<file path="config.mk">
export PLATFORM = sky130hd
export DESIGN_NAME = inv_mix_columns_seq
export DESIGN_NICKNAME = d
export VERILOG_FILES = /design/src/rtl/aes_dec_pkg.sv /design/src/rtl/inv_mix_single_column.sv /design/src/rtl/inv_mix_columns_seq.sv
export SDC_FILE = /design/constraint.sdc
export NUM_CORES = 1
export LEC_CHECK = 0
export ABC_AREA = 1
export CAP_MARGIN = 30
export CORE_UTILIZATION = 57
export CTS_CLUSTER_DIAMETER = 120
export DETAILED_ROUTE_END_ITERATION = 12
export GPL_ROUTABILITY_DRIVEN = 0
export PLACE_DENSITY = 0.85
export SETUP_SLACK_MARGIN = 0.2
export SYNTH_ARGS = -nofsm -noshare
export SYNTH_HDL_FRONTEND = slang
export SYNTH_SLANG_ARGS = --single-unit
export TNS_END_PERCENT = 100
</file>
<file path="constraint.sdc">
create_clock -name MainClock -period 11.3 [get_ports MainClock]
set_clock_uncertainty 0.2 [all_clocks]
set_input_delay 3.39 -clock MainClock [delete_from_list [all_inputs] [get_ports MainClock]]
set_output_delay 3.39 -clock MainClock [all_outputs]
set_load 0.005 [all_outputs]
</file>
<file path="src/rtl/aes_dec_pkg.sv">
// Shared types and GF(2^8) helpers for the AES decryption datapath.
// Holds the InvMixColumns FSM encoding and the 0x09/0x0b/0x0d/0x0e multipliers.
package aes_dec_pkg;

  localparam int AES_STATE_W = 128;
  localparam int AES_COL_W   = 32;
  localparam logic [7:0] AES_POLY = 8'h1B;

  typedef enum logic [1:0] {
    IDLE = 2'd0,
    CALC = 2'd1,
    DONE = 2'd2
  } fsm_t;

  function automatic logic [7:0] xtime(input logic [7:0] b);
    return {b[6:0], 1'b0} ^ (b[7] ? AES_POLY : 8'h00);
  endfunction

  function automatic logic [7:0] gf_mul_09(input logic [7:0] b);
    logic [7:0] x2, x4, x8;
    x2 = xtime(b);
    x4 = xtime(x2);
    x8 = xtime(x4);
    return x8 ^ b;
  endfunction

  function automatic logic [7:0] gf_mul_0b(input logic [7:0] b);
    logic [7:0] x2, x4, x8;
    x2 = xtime(b);
    x4 = xtime(x2);
    x8 = xtime(x4);
    return x8 ^ x2 ^ b;
  endfunction

  function automatic logic [7:0] gf_mul_0d(input logic [7:0] b);
    logic [7:0] x2, x4, x8;
    x2 = xtime(b);
    x4 = xtime(x2);
    x8 = xtime(x4);
    return x8 ^ x4 ^ b;
  endfunction

  function automatic logic [7:0] gf_mul_0e(input logic [7:0] b);
    logic [7:0] x2, x4, x8;
    x2 = xtime(b);
    x4 = xtime(x2);
    x8 = xtime(x4);
    return x8 ^ x4 ^ x2;
  endfunction

endpackage

</file>
<file path="src/rtl/inv_mix_single_column.sv">
// Combinational InvMixColumns of one 32-bit column (byte 0 is the MSB).
// Ports: col_i (input column), col_o (transformed column).
module inv_mix_single_column
  import aes_dec_pkg::*;
(
  input  logic [AES_COL_W-1:0] col_i,
  output logic [AES_COL_W-1:0] col_o
);

  logic [7:0] a0, a1, a2, a3;

  assign a0 = col_i[31:24];
  assign a1 = col_i[23:16];
  assign a2 = col_i[15:8];
  assign a3 = col_i[7:0];

  // Circulant rows of the {0e,0b,0d,09} matrix.
  assign col_o[31:24] = gf_mul_0e(a0) ^ gf_mul_0b(a1)
                      ^ gf_mul_0d(a2) ^ gf_mul_09(a3);
  assign col_o[23:16] = gf_mul_0e(a1) ^ gf_mul_0b(a2)
                      ^ gf_mul_0d(a3) ^ gf_mul_09(a0);
  assign col_o[15:8]  = gf_mul_0e(a2) ^ gf_mul_0b(a3)
                      ^ gf_mul_0d(a0) ^ gf_mul_09(a1);
  assign col_o[7:0]   = gf_mul_0e(a3) ^ gf_mul_0b(a0)
                      ^ gf_mul_0d(a1) ^ gf_mul_09(a2);

endmodule

</file>
<file path="src/rtl/inv_mix_columns_seq.sv">
// Sequential AES InvMixColumns: one state in via valid/ready, columns
// transformed through a shared engine, result held until accepted.
// Ports: MainClock/MainReset (async, active-high); state_in, state_in_vld,
// state_in_rdy, inv_mix_column_off (bypass, sampled on accept);
// state_out, state_out_vld, state_out_rdy.
// Build option INV_MIX_COLUMNS_DUAL_EN: two engines, two columns per cycle.
module inv_mix_columns_seq
  import aes_dec_pkg::*;
#(
  parameter int COLS = 4
) (
  input  logic                   MainClock,
  input  logic                   MainReset,
  input  logic [AES_STATE_W-1:0] state_in,
  input  logic                   state_in_vld,
  output logic                   state_in_rdy,
  input  logic                   inv_mix_column_off,
  output logic [AES_STATE_W-1:0] state_out,
  output logic                   state_out_vld,
  input  logic                   state_out_rdy
);

  localparam int CW = $clog2(COLS);

`ifdef INV_MIX_COLUMNS_DUAL_EN
  localparam logic [CW-1:0] STEP = CW'(2);
  localparam logic [CW-1:0] LAST = CW'(COLS - 2);
`else
  localparam logic [CW-1:0] STEP = CW'(1);
  localparam logic [CW-1:0] LAST = CW'(COLS - 1);
`endif

  fsm_t                   state_q, state_d;
  logic [CW-1:0]          col_cnt_q, col_cnt_d;
  logic [AES_STATE_W-1:0] data_q, data_d;
  logic                   off_q, off_d;

  logic                   accept;
  logic [AES_COL_W-1:0]   col_a_in, col_a_out;

  always_comb begin
    col_a_in = '0;
    for (int c = 0; c < COLS; c++) begin
      if (col_cnt_q == CW'(c))
        col_a_in = data_q[AES_STATE_W-1-AES_COL_W*c -: AES_COL_W];
    end
  end

  inv_mix_single_column u_col_a (
    .col_i (col_a_in),
    .col_o (col_a_out)
  );

`ifdef INV_MIX_COLUMNS_DUAL_EN
  logic [CW-1:0]        col_nxt;
  logic [AES_COL_W-1:0] col_b_in, col_b_out;

  assign col_nxt = col_cnt_q + CW'(1);

  always_comb begin
    col_b_in = '0;
    for (int c = 0; c < COLS; c++) begin
      if (col_nxt == CW'(c))
        col_b_in = data_q[AES_STATE_W-1-AES_COL_W*c -: AES_COL_W];
    end
  end

  inv_mix_single_column u_col_b (
    .col_i (col_b_in),
    .col_o (col_b_out)
  );
`endif

  // Ready is forced low during reset so nothing is offered mid-reset.
  always_comb begin
    state_in_rdy = 1'b0;
    if (!MainReset) begin
      unique case (state_q)
        IDLE:    state_in_rdy = 1'b1;
        DONE:    state_in_rdy = state_out_rdy;
        default: state_in_rdy = 1'b0;
      endcase
    end
  end

  assign accept        = state_in_vld && state_in_rdy;
  assign state_out     = data_q;
  assign state_out_vld = (state_q == DONE);

  always_comb begin
    state_d   = state_q;
    col_cnt_d = col_cnt_q;
    data_d    = data_q;
    off_d     = off_q;
    unique case (state_q)
      IDLE: begin
        if (accept) begin
          data_d    = state_in;
          off_d     = inv_mix_column_off;
          col_cnt_d = '0;
          state_d   = inv_mix_column_off ? DONE : CALC;
        end
      end
      CALC: begin
        // A bypassed state never reaches here; the guard keeps it untouched.
        if (off_q) begin
          col_cnt_d = '0;
          state_d   = DONE;
        end else begin
          for (int c = 0; c < COLS; c++) begin
            if (col_cnt_q == CW'(c))
              data_d[AES_STATE_W-1-AES_COL_W*c -: AES_COL_W] = col_a_out;
`ifdef INV_MIX_COLUMNS_DUAL_EN
            if (col_nxt == CW'(c))
              data_d[AES_STATE_W-1-AES_COL_W*c -: AES_COL_W] = col_b_out;
`endif
          end
          if (col_cnt_q == LAST) begin
            col_cnt_d = '0;
            state_d   = DONE;
          end else begin
            col_cnt_d = col_cnt_q + STEP;
          end
        end
      end
      DONE: begin
        if (state_out_rdy) begin
          if (accept) begin
            data_d    = state_in;
            off_d     = inv_mix_column_off;
            col_cnt_d = '0;
            state_d   = inv_mix_column_off ? DONE : CALC;
          end else begin
            state_d = IDLE;
          end
        end
      end
      default: begin
        col_cnt_d = '0;
        state_d   = IDLE;
      end
    endcase
  end

  always_ff @(posedge MainClock or posedge MainReset) begin
    if (MainReset) begin
      state_q   <= IDLE;
      col_cnt_q <= '0;
      data_q    <= '0;
      off_q     <= 1'b0;
    end else begin
      state_q   <= state_d;
      col_cnt_q <= col_cnt_d;
      data_q    <= data_d;
      off_q     <= off_d;
    end
  end

endmodule

</file>
* Yosys cells after proc, flatten, opt, wreduce, memory -nomap -nowiden *
Cells that the tools add are included.

storage, ports and cells
  input bits = 133
  word-level logic and storage cells = 121
  output and inout bits = 130
  register bits after elaboration = 133

cells by class
  reduce and logical (&&, ||, !) cells = 11
  eq/ne operators = 13
  add/subtract/negate cells = 1
  bitwise operators = 48
  muxes and demuxes = 41

operators by type and width
  kind                 count
  $mux 128             3
  $pmux 128 s3         1
  $xor 8x8->8          45
  $mux 32              8
  $mux 5               12
  $xor 8x5->8          3
  $mux 2               10
  $reduce_and 4->1     4
  $ne 2x2->1 const B   6
  $pmux 2 s3           2
  $eq 2x2->1 const B   3
  $eq 2x1->1 const B   2
  $logic_not 2->1      2
  $pmux 1 s2           2
  $mux 1               3
  $ne 3x3->1 const B   1
  $reduce_and 3->1     1
  $reduce_bool 3->1    1
  $add 2x1->2 const B  1
  $ne 2x1->1 const B   1
  $reduce_and 2->1     1
  $reduce_bool 2->1    1
  $logic_and 1x1->1    1

* Depth between registers and ports, before layout *
  word-level depth = 19
  gate-level depth with buffers = 22
  gate-level depth less buffers = 21

* Hierarchy *
From an unflattened synthesis, not the netlist that was laid out.

second synthesis, totals
  cells, all modules = 1,758
  area, all modules = 11,338.4 sq um

modules (own cells, without submodules)
  module                 sequential area each (sq um)  area an instance (sq um)  times used  cells each
  inv_mix_columns_seq    3,328.2                       7,727.4                   1           1,132
  inv_mix_single_column  0.0                           3,611.0                   1           626

* Worst setup path before layout *
OpenSTA, ideal clock, no wires.

  path type = input to output
  start = input port state_out_rdy
  end = output port state_in_rdy
  path slack = 3.989 ns
  arrival = 3.721 ns
  cell stages on the path = 4
  data required time = 7.710 ns
  path buffers = 0
  path through = inv_1 > nand2_1 > inv_1 > nor3_1

on the way
  longest elaborated chain between the ends = 2

ends and longest elaborated chain
  what         line                       text
  from (decl)  inv_mix_columns_seq.sv:20  input logic state_out_rdy
  $pmux 1 s2   inv_mix_columns_seq.sv:78  unique case (state_q)
  $mux 1       inv_mix_columns_seq.sv:77  if (!MainReset) begin
  to (decl)    inv_mix_columns_seq.sv:16  output logic state_in_rdy,

Every way passes these cells.

* Final worst setup path *
Same ends and word-level chain as after synthesis.

==> results.txt <==
----------------------------------------------------
[Run status]
  Outcome ... completed

[Worst hold path]
  Worst hold path endpoint ... state_out[122]
  Hold-critical path depth ... 2
  Launch instance of the worst min-delay path ... state_out[122]
  Hold Path Class ... reg -> reg

[GRT]
  Number of antenna violations at the first check in global routing ... 0
  Remaining Overflow, GRT ... 0
  Overall fraction of global-route tracks in use ... 0.4412
  First-pass GRT wire length ... 72430 um
  Largest net degree at the start of global routing ... 83
  Vias in the first global route ... 13260

[Setup path]
  Reg2reg start ... col_cnt_q[1]
  Crit path capture type ... output pin
  Capture instance of the worst register-to-register path ... state_out[33]
  Register-to-register setup slack ... 6.89 ns
  Peak fanout along the critical path ... 2
  Worst Setup SP ... state_out_rdy
  Crit start category ... input pin
  Critical path cell sequence ... clkdlybuf4s50_1, inv_1, nand2_1, inv_1, nor3_1, clkdlybuf4s50_1
  Arrival time worst endpoint ... 4.74 ns
  Largest stage delay on the critical path ... 0.55 ns
  Critical path's slowest cell ... sky130_fd_sc_hd__clkdlybuf4s50_1
  Data required time at the worst endpoint ... 7.71 ns
  Number of cells on the worst reg-to-reg path ... 17
  Critical path start-end classification ... in -> out

[Floorplan]
  Initial Utilization ... 0.5857
  Core area ... 0.02036 sq mm
  Die area ... 0.02151 sq mm
  Die Y-Extent ... 146.7 um
  Num ports ... 263
  Number of rows in the core area ... 52
  Die width ... 146.7 um

[Routing]
  Detail-routed via count per cell ... 6.087
  Final wirelength ... 47450 um
  Final antenna-violating net count ... 0
  Average wire per cell in the routed design ... 20.48 um
  Initial detailed-routing violation count ... 1806
  Initial DRT Pass Iterations ... 10
  Routed via count ... 14100
  Detailed-route DRC error count ... 0

[Cells and area]
  Fraction of final layout cells with drive strength greater than 1 ... 0.09184
  Area overhead of the layout relative to synthesis ... 27.74%
  Final antenna diode count ... 0
  Final net count ... 2171
  Number of inserted filler cells in the final layout ... 1615

[Yosys]
  Synth top area cells ... sky130_fd_sc_hd__dfrtp_1 (28%), sky130_fd_sc_hd__nand2_1 (20%), sky130_fd_sc_hd__a21oi_1 (8.6%)
  Top cell type by total area after synthesis ... sky130_fd_sc_hd__dfrtp_1
  Yosys reg bits ... 133
  Async S/R FF share, synth ... 1.000
  Flip-flop cell with the highest count after synthesis ... sky130_fd_sc_hd__dfrtp_1
  Synthesized net count ... 1948
  Instance count of the mapped netlist ... 1811
  Combined area of all synthesized cells ... 0.01193 sq mm
  Average footprint of a synthesized cell ... 6.586 sq um
  Share of the yosys chip area belonging to registers ... 0.2790
  Synth Area in Adders ... 0.004196
  Number of enable-type register cells in the synthesized netlist ... 0
  Area share of the largest cell type after synthesis ... 0.2790
  Total number of yosys warnings ... 0
  Synthesized-area fraction occupied by ao, oa, aoi and oai cells ... 0.1931
  Post-synth cell types ... 38
  Largest family of logic cells by synthesized area ... simple AND/OR/NAND/NOR gates
  Parity-gate share of the synthesized area counting xor and xnor cells ... 0.08644
  Share of synthesized cell area in and, or, nand and nor gates ... 0.3370
  Portion of netlist area occupied by mux cells ... 0

[STA]
  Number of setup violations in the final report ... 0
  Post-route setup TNS ... 0 ns
  Number of max-slew violations in the final report ... 0
  Max-Slew Margin vs Limit ... 0.2638
  Minimum clock period after layout ... 8.327 ns
  RSZ-0062 raised after global routing ... false
  Hold violation total from the final report ... 0
  Least-Margin Pin Slew ... 1.104 ns
  Fin crit share ... 0.7369
  Maximum achievable frequency ... 0.1201 GHz

[Clock tree]
  Clock root cell ... sky130_fd_sc_hd__clkbuf_16
  Clock latency of the later-clocked register in the worst-skew pair ... 0.44 ns
  Deepest level of the CTS H-tree ... 4
  Number of cells upsized or downsized after cts ... 0
  Clock Path Buffers ... 2
  Clock tree from TritonCTS ... done
  Post-cts hold buffer count ... 0
  Buffer count from post-CTS setup fixing ... 0
  Clock Sinks ... 133
  Inserted Clock Buffers ... 17
  Clock edge transition at the registers on the reported setup and hold paths ... 0.07 ns

[Run]
  Number of maximum-capacitance constraint violations ... 0

[Placed design]
  Buffers on Ports ... 262
  Placed wire-length estimate after detailed placement ... 35010 um

----------------------------------------------------
[per-stage QoR]
stage | hold slack [ns] | instance area (sq um) | setup WS [ns] | instances | utilization
final | 0.3723 | 15240 | 2.973 | 2317 | 0.7482
after global routing | 0.3925 | 15240 | 2.846 | 2317 | 0.7482
after CTS | 0.3701 | 15230 | 2.960 | 2316 | 0.7478
after detailed placement | 0.3560 | 14640 | 2.979 | 2284 | 0.7187
after global placement | 0.3493 | 14610 | 2.963 | 2283 | 0.7173
after floorplan | 0.3290 | 11930 | 3.989 | 1811 | -
[final cells by class]
class	instances	area (sq um)	share of cell area
timing repair buffer	275	2740	0.1798
clock inverter	14	163.9	0.01076
clock buffer	18	429.2	0.02817
inverter	210	800.8	0.05256
multi-input combinational	1397	7436	0.4880
sequential	133	3328	0.2184
tap	270	337.8	0.02217
[state kept, by name, indices dropped and copies added (netlist names)]
| signal | flops |
|---|---|
| off_q | 1 |
| state_q | 2 |
| state_out | 128 |
| col_cnt_q | 2 |
[cells in the mapped netlist, types with 8 or more instances]
library cell               instances
sky130_fd_sc_hd__a21boi_1         73
sky130_fd_sc_hd__nor2_1           23
sky130_fd_sc_hd__o21ai_0          14
sky130_fd_sc_hd__o21ai_1           8
sky130_fd_sc_hd__inv_2             8
sky130_fd_sc_hd__nand3_2          21
sky130_fd_sc_hd__nand2_2          34
sky130_fd_sc_hd__buf_6            12
sky130_fd_sc_hd__xnor2_1          28
sky130_fd_sc_hd__clkbuf_1         36
sky130_fd_sc_hd__nand3_1         174
sky130_fd_sc_hd__xor2_1           73
sky130_fd_sc_hd__a21oi_1         205
sky130_fd_sc_hd__xor2_2            9
sky130_fd_sc_hd__dfrtp_1         133
sky130_fd_sc_hd__nand2_1         621
sky130_fd_sc_hd__a21oi_4          10
sky130_fd_sc_hd__or2_2            26
sky130_fd_sc_hd__a22oi_1          22
sky130_fd_sc_hd__a21oi_2          15
sky130_fd_sc_hd__inv_1           200
sky130_fd_sc_hd__buf_2            16
[worst max-delay path by stage]
stage | to | slack [ns] | cells after the start
2_1_floorplan | state_in_rdy | 3.99 | 4
3_3_place_gp | state_in_rdy | 2.96 | 6
5_1_grt | state_in_rdy | 2.85 | 6
6_report | state_in_rdy | 2.97 | 6
3_5_place_dp | state_in_rdy | 2.98 | 6
4_1_cts | state_in_rdy | 2.96 | 6
[metal layers]
metal / part of all wire / routed length [um] / GRT usage
met5: 0 / 0 / 0
met3: 0.14 / 6758 / 0.1431
met4: 0.057 / 2696 / 0.2281
met1: 0.36 / 17100 / 0.5663
met2: 0.44 / 20890 / 0.6616
[logic make-up after synthesis]
family	count (synthesis)
compound gates	365
xor+xnor	110
fa+ha+maj	4
buf+inv	281
flops	133
simple gates	918
[critical path: cells and delay by family]
kind                   cells  cell delay, ns
buffers and inverters      4            1.10
and+or+nand+nor            2            0.26
[placed cells by master (no fill, tap or decap), drive strengths merged]
cell	n
nor3	1
clkinvlp	2
inv	217
or2	31
clkbuf	19
nand3	195
a21boi	80
buf	12
o21ai	27
clkdlybuf4s50	262
nand2	660
clkinv	3
nand3b	3
nor2	26
xnor2	28
nand2b	2
xor2	82
bufinv	2
a21oi	230
dfrtp	133
ha	4
a22oi	22
a2bb2oi	6
Power is not shown: default switching activity piles up to over one toggle a cycle in this logic, so the estimate is an artifact.
